File: config.mk
export PLATFORM = sky130hd
export DESIGN_NAME = seg7_reader
export DESIGN_NICKNAME = d
export VERILOG_FILES = /design/src/rtl/seg7_reader.sv
export SDC_FILE = /design/constraint.sdc
export NUM_CORES = 1
export LEC_CHECK = 0
export BUFFER_PORTS_ARGS = -buffer_cell sky130_fd_sc_hd__clkbuf_2
export CAP_MARGIN = 0
export CORE_MARGIN = 2
export CORE_UTILIZATION = 41
export DETAILED_ROUTE_END_ITERATION = 7
export GPL_TIMING_DRIVEN = 0
export PLACE_DENSITY = 0.59
export RECOVER_POWER = 25
export SETUP_SLACK_MARGIN = 0.2
export SYNTH_ARGS = -nofsm -noshare
export SYNTH_HDL_FRONTEND = slang
export SYNTH_SLANG_ARGS = --single-unit
File: constraint.sdc
create_clock -name clk -period 3.5 [get_ports clk]
set_clock_uncertainty 0.05 [all_clocks]
set_input_delay 0.525 -clock clk [delete_from_list [all_inputs] [get_ports clk]]
set_output_delay 0.525 -clock clk [all_outputs]
set_load 0.01 [all_outputs]
File: src/rtl/seg7_reader.sv
// Seven-segment bus monitor: recovers the hex digit shown on each of six displays
// after synchronising and debouncing every segment bus.
module seg7_reader #(
    parameter int unsigned STABLE_CYCLES = 4,
    parameter bit          ACTIVE_LOW    = 1'b1
) (
    input  logic       clk,
    input  logic       rst,
    input  logic [6:0] disp0,
    input  logic [6:0] disp1,
    input  logic [6:0] disp2,
    input  logic [6:0] disp3,
    input  logic [6:0] disp4,
    input  logic [6:0] disp5,
    output logic [3:0] hexOut0,
    output logic [3:0] hexOut1,
    output logic [3:0] hexOut2,
    output logic [3:0] hexOut3,
    output logic [3:0] hexOut4,
    output logic [3:0] hexOut5,
    output logic [5:0] digitValid,
    output logic       frameStrobe,
    output logic [7:0] errCount
);

    localparam int unsigned NDIG = 6;
    localparam int unsigned SW   = 7;
    localparam int unsigned HW   = 4;
    localparam int unsigned EW   = 8;
    localparam int unsigned CW   = (STABLE_CYCLES + 1 > 1) ? $clog2(STABLE_CYCLES + 1) : 1;

    localparam logic [SW-1:0] SEG_OFF  = ACTIVE_LOW ? 7'h7F : 7'h00;
    localparam logic [CW-1:0] CNT_LAST = CW'(STABLE_CYCLES - 1);
    localparam logic [CW-1:0] CNT_MAX  = CW'(STABLE_CYCLES);
    localparam logic [EW-1:0] ERR_MAX  = 8'hFF;

    // Active-high glyph to {legal, value}; unknown patterns return legal = 0
    function automatic logic [HW:0] decode(input logic [SW-1:0] seg);
        logic [HW:0] r;
        r = '0;
        case (seg)
            7'h3F: r = {1'b1, 4'h0};
            7'h06: r = {1'b1, 4'h1};
            7'h5B: r = {1'b1, 4'h2};
            7'h4F: r = {1'b1, 4'h3};
            7'h66: r = {1'b1, 4'h4};
            7'h6D: r = {1'b1, 4'h5};
            7'h7D: r = {1'b1, 4'h6};
            7'h07: r = {1'b1, 4'h7};
            7'h7F: r = {1'b1, 4'h8};
            7'h6F: r = {1'b1, 4'h9};
            7'h77: r = {1'b1, 4'hA};
            7'h7C: r = {1'b1, 4'hB};
            7'h39: r = {1'b1, 4'hC};
            7'h5E: r = {1'b1, 4'hD};
            7'h79: r = {1'b1, 4'hE};
            7'h71: r = {1'b1, 4'hF};
            default: r = '0;
        endcase
        return r;
    endfunction

    logic [SW-1:0] disp_a    [NDIG];
    logic [SW-1:0] sync1     [NDIG];
    logic [SW-1:0] s         [NDIG];
    logic [SW-1:0] p         [NDIG];
    logic [SW-1:0] committed [NDIG];
    logic [CW-1:0] cnt       [NDIG];
    logic [HW-1:0] hex_q     [NDIG];
    logic [HW:0]   dec_c     [NDIG];
    logic [NDIG-1:0] commit_c;
    logic [NDIG-1:0] err_c;

    assign disp_a[0] = disp0;
    assign disp_a[1] = disp1;
    assign disp_a[2] = disp2;
    assign disp_a[3] = disp3;
    assign disp_a[4] = disp4;
    assign disp_a[5] = disp5;

    assign hexOut0 = hex_q[0];
    assign hexOut1 = hex_q[1];
    assign hexOut2 = hex_q[2];
    assign hexOut3 = hex_q[3];
    assign hexOut4 = hex_q[4];
    assign hexOut5 = hex_q[5];

    // Commit detection and decode of the synchronised pattern
    always_comb begin
        commit_c = '0;
        err_c    = '0;
        for (int i = 0; i < int'(NDIG); i++) begin
            dec_c[i]    = decode(ACTIVE_LOW ? ~s[i] : s[i]);
            commit_c[i] = (s[i] == p[i]) && (cnt[i] == CNT_LAST) && (s[i] != committed[i]);
            err_c[i]    = commit_c[i] && !dec_c[i][HW] && (s[i] != SEG_OFF);
        end
    end

    // Synchronisers, debounce counters, committed state and outputs
    always_ff @(posedge clk or negedge rst) begin
        if (!rst) begin
            for (int i = 0; i < int'(NDIG); i++) begin
                sync1[i]     <= SEG_OFF;
                s[i]         <= SEG_OFF;
                p[i]         <= SEG_OFF;
                committed[i] <= SEG_OFF;
                cnt[i]       <= '0;
                hex_q[i]     <= '0;
            end
            digitValid  <= '0;
            frameStrobe <= 1'b0;
            errCount    <= '0;
        end else begin
            for (int i = 0; i < int'(NDIG); i++) begin
                sync1[i] <= disp_a[i];
                s[i]     <= sync1[i];
                p[i]     <= s[i];
                if (s[i] != p[i]) begin
                    cnt[i] <= '0;
                end else if (cnt[i] != CNT_MAX) begin
                    cnt[i] <= cnt[i] + CW'(1);
                end
                if (commit_c[i]) begin
                    committed[i]  <= s[i];
                    digitValid[i] <= dec_c[i][HW];
                    if (dec_c[i][HW]) begin
                        hex_q[i] <= dec_c[i][HW-1:0];
                    end
                end
            end
            frameStrobe <= |commit_c;
            if ((|err_c) && (errCount != ERR_MAX)) begin
                errCount <= errCount + 8'd1;
            end
        end
    end

endmodule

==> results.txt <==
The final design area excluding fillers came out at 0.0126 mm2. Of all nets on the critical path, the largest fanout is 10. The max-slew headroom at the worst pin is 53.2%. The pin count of the biggest net entering global routing came out at 95. The number of flops mapped to enable cells by yosys is 0. The mux contribution to synthesized area came out at 5.49%.

The post-synthesis async set-or-reset flop share is 100%. The final max-slew violation count is 0. The detailed-router iteration count before antenna repair came out at 5.

The average instance in the mapped netlist occupies 11.5 um2. Synthesis inferred 225 register bits. By area, the combinational part of the netlist is dominated by simple AND/OR/NAND/NOR gates. During synthesis, Yosys emitted a total of 0 warnings.

The number of port buffers came out at 82. In this run the clock root is driven by a sky130_fd_sc_hd__clkbuf_16. The effective utilization at floorplan came out at 42.0%.

The clock period could shrink to 3150 ps. IR analysis of the VDD net gives a maximum drop of 0.332 mV. The total clock sinks is roughly 230. The vertical die dimension came out at 165 um. The average detailed-routed wire length per instance came out at 14.5 um. The layout overhead on the synthesized area is 18.7%. The placed instance area is about 0.012 mm2. The leakage power of the design came out at 0.00531 uW. The max-cap check violation count is 0.

The number of nets in the layout came out at around 1100. The run finished with clean final reports. Summing the areas of all and, or, nand and nor instances in the mapped netlist gives ~14% of the synthesized area. STA classifies the critical path endpoint as a flop. The slew of the pin with the lowest slew margin came out at between 600 and 700 ps. In this run, CTS created clock tree buffers numbering 26. The combined global-route utilization of all metal layers came out at 15.5%. In this run, distinct cell masters in the synthesized netlist total 80. The required time of the worst setup path came out at a little under 4000 ps.

The number of global-route vias before repair came to between 7000 and 8000. The number of fill cells is 2285. The die is 165 um wide. The final design utilization came out at 49.8%. The total die area came out at 0.0272 mm2. 0 antenna diodes ended up in the layout. Summed over all nets, the half-perimeter wirelength after detailed placement is 14.1 mm.

Of the cells placed in the final design, the portion with a size suffix greater than 1 is 34.5%. The clock tree buffer depth came out at 3. The area of the core is 0.0253 mm2.

The number of placement rows is 58. The top flip-flop cell by instance count after synthesis is sky130_fd_sc_hd__dfstp_2. The insertion delay to the later sink of the worst-skew pair came out at 530 ps. The overall power of the completed layout is 6050 uW.

The net count after synthesis came out at between 900 and 1000. The H-tree depth reported by CTS came out at 1. For this block, the routed nets add up to 20.4 mm of wire. Setup repair after global routing could not meet its margin everywhere. The last weighted congestion value of the routability-driven placer came out at about 0.85.

The post-route fraction of the period consumed by the critical path is 90.1%. The number of ports placed on the die boundary came out at 83. The starting DRC count in detailed routing came out at 406. The wire length of the first global-routing pass is 34.8 mm. The vias per cell is 5.12.

The total global routing overflow is 0. The power per standard cell area is approximately 480 mW/mm2. The worst endpoint data arrival time came out at around 3600 ps. The worst slack on hold paths came out at 27.7 ps. Counting every instance in the synthesized netlist gives 927. STA classifies the critical path startpoint as a flop. The clock tree from TritonCTS is yes. The final hold violation count is 0. The CTS clock-pin slew for the worst setup and hold paths is 60 ps. Once detail routing completed, the nets flagged for antenna violations numbered 0. The xor/xnor share of the synthesized area came out at 8.16%. The post-route DRC violation count is 0. Based on the critical path, the design can be clocked at up to 0.317 GHz. The sequential area share after synthesis is 55.0%. The worst setup path is of the reg2reg kind. The total setup violations reported at the end of the flow is 0. The number of antenna violations at the first check in global routing is 0. The netlist area before placement is 0.0106 mm2. The tightest min-delay check is of the in2reg type. After Yosys synthesis, full adders, half adders and majority gates account for 2.24% of the synthesized area. The complex-gate fraction of the synthesized area is a little over a tenth. The total vias in the final route is 7203.
==> critical path, cell delays in order, from the launching register on <==
cell and delay [ps]:
sky130_fd_sc_hd__dfstp_2 520, sky130_fd_sc_hd__buf_2 190, sky130_fd_sc_hd__clkbuf_1 400, sky130_fd_sc_hd__nor3b_1 110, sky130_fd_sc_hd__a41oi_1 240, sky130_fd_sc_hd__nand3_1 200
sky130_fd_sc_hd__nor4_2 450, sky130_fd_sc_hd__a2111oi_4 70, sky130_fd_sc_hd__buf_4 180, sky130_fd_sc_hd__buf_4 140, sky130_fd_sc_hd__a2111oi_4 340, sky130_fd_sc_hd__xor2_1 170
==> per-layer routing <==
layer  GRT usage, %  vias up  share of wire (%)
met4           4.31        0                2.4
li1               -     3521                  -
met1           21.0     3491                 46
met2           25.5      158                 47
met3           2.66       33                4.1
met5              0        -                  0
==> synthesized netlist by cell type, drive strengths merged, types with 4 or more instances <==
| library cell | count | area share (%) |
|---|---|---|
| a211oi | 5 | 0.35 |
| a21boi | 7 | 0.49 |
| a21o | 7 | 0.49 |
| a21oi | 32 | 1.5 |
| a22o | 4 | 0.33 |
| a22oi | 5 | 0.35 |
| a31oi | 15 | 0.88 |
| a32oi | 5 | 0.41 |
| and2 | 6 | 0.35 |
| and3 | 10 | 0.59 |
| buf | 43 | 2.2 |
| clkbuf | 24 | 0.85 |
| dfrtp | 57 | 13 |
| dfstp | 168 | 42 |
| ha | 19 | 2.2 |
| inv | 32 | 1.1 |
| mux2 | 50 | 5.3 |
| nand2 | 62 | 2.3 |
| nand2b | 11 | 0.65 |
| nand3 | 29 | 1.4 |
| nand3b | 4 | 0.28 |
| nand4 | 16 | 1.1 |
| nor2 | 68 | 2.4 |
| nor2b | 7 | 0.41 |
| nor3 | 19 | 0.89 |
| nor3b | 8 | 0.57 |
| nor4 | 15 | 1.3 |
| nor4b | 4 | 0.39 |
| nor4bb | 6 | 0.57 |
| o211ai | 5 | 0.35 |
| o21ai | 29 | 1.4 |
| o22ai | 5 | 0.29 |
| o41ai | 5 | 0.55 |
| xnor2 | 46 | 4.0 |
| xor2 | 50 | 4.1 |
==> final cells by class <==
| cell class | instances | area (um2) | share of cell area (%) |
|---|---|---|---|
| inverters | 32 | 120 | 0.952 |
| clock buffers | 31 | 732 | 5.80 |
| multi-input cells | 603 | 4340 | 34.4 |
| repair buffers | 101 | 632 | 5.01 |
| clock inverters | 17 | 209 | 1.66 |
| well taps | 330 | 413 | 3.27 |
| plain buffers | 67 | 330 | 2.62 |
| flip-flops and latches | 225 | 5840 | 46.3 |
==> flip-flops by register name, summed over array words and instances, names as in the netlist <==
register and flops:
hexOut1 4, hexOut4 4, errCount 8, s 42
frameStrobe 1, hexOut2 4, hexOut5 4, hexOut3 4
committed 42, p 42, cnt 18, hexOut0 4
sync1 42, digitValid 6
==> stage by stage <==
step           setup WS (ps)  instances  setup TNS, ps
5_1_grt                  155       1406              0
6_report                 346       1406              0
3_3_place_gp           -2570       1339        -313130
2_1_floorplan            832        927              0
4_1_cts                  278       1402              0
3_5_place_dp             290       1341              0
==> path summary, 6_finish.rpt <==
check	from	endpoint	slack [ps]	depth (start not counted)
max	s[21]	errCount[7]	350	11
min	disp2[0]	sync1[21]	30	1
max reg2reg	s[21]	errCount[7]	350	11
min reg2reg	sync1[21]	s[21]	300	0
max in group asynchronous	rst	sync1[17]	2160	3
min in group asynchronous	rst	cnt[2]	460	2
==> report_power, final <==
| part | switching [uW] | total [uW] | internal, uW | leakage [uW] |
|---|---|---|---|---|
| clock network | 1070 | 2870 | 1800 | 0.000466 |
| logic | 249 | 406 | 157 | 0.00230 |
| registers | 47.5 | 2780 | 2730 | 0.00254 |
| total | 1370 | 6050 | 4680 | 0.00531 |
==> layout by cell type (no fill, tap or decap), types with 6 or more instances in the layout <==
master,count
sky130_fd_sc_hd__dfstp_2,135
sky130_fd_sc_hd__clkbuf_2,80
sky130_fd_sc_hd__nor2_1,68
sky130_fd_sc_hd__nand2_1,61
sky130_fd_sc_hd__dfrtp_1,57
sky130_fd_sc_hd__xor2_1,50
sky130_fd_sc_hd__xnor2_1,44
sky130_fd_sc_hd__mux2_2,44
sky130_fd_sc_hd__dfstp_1,33
sky130_fd_sc_hd__inv_1,32
sky130_fd_sc_hd__buf_2,32
sky130_fd_sc_hd__a21oi_1,31
sky130_fd_sc_hd__nand3_1,29
sky130_fd_sc_hd__clkbuf_16,28
sky130_fd_sc_hd__o21ai_0,27
sky130_fd_sc_hd__clkbuf_1,26
sky130_fd_sc_hd__nor3_1,19
sky130_fd_sc_hd__ha_1,19
sky130_fd_sc_hd__a31oi_1,15
sky130_fd_sc_hd__nand4_1,14
sky130_fd_sc_hd__dlygate4sd3_1,13
sky130_fd_sc_hd__nand2b_1,11
sky130_fd_sc_hd__nor4_1,10
sky130_fd_sc_hd__and3_1,10
sky130_fd_sc_hd__buf_4,8
sky130_fd_sc_hd__nor3b_1,8
sky130_fd_sc_hd__nor2b_1,7
sky130_fd_sc_hd__a21o_1,7
sky130_fd_sc_hd__nor4bb_1,6
sky130_fd_sc_hd__mux2_1,6
==> logic make-up (layout without fill, tap and decap cells) <==
kind of cell / after synthesis / after routing
AND/OR/NAND/NOR: 279 / 279
flip-flops: 225 / 225
AO/OA/AOI/OAI: 157 / 157
buffers and inverters: 99 / 248
XOR/XNOR: 96 / 96
multiplexers: 52 / 52
adder cells (fa/ha/maj): 19 / 19
==> what timing repair did <==
action                                 in CTS  in global routing
endpoints found under the hold margin      15                  0
hold buffers                               13                  0
setup buffers                               0                  4
setup endpoints to repair                   0                  6
resized for setup                           0                  3
Power figures use the tool's default switching activity.
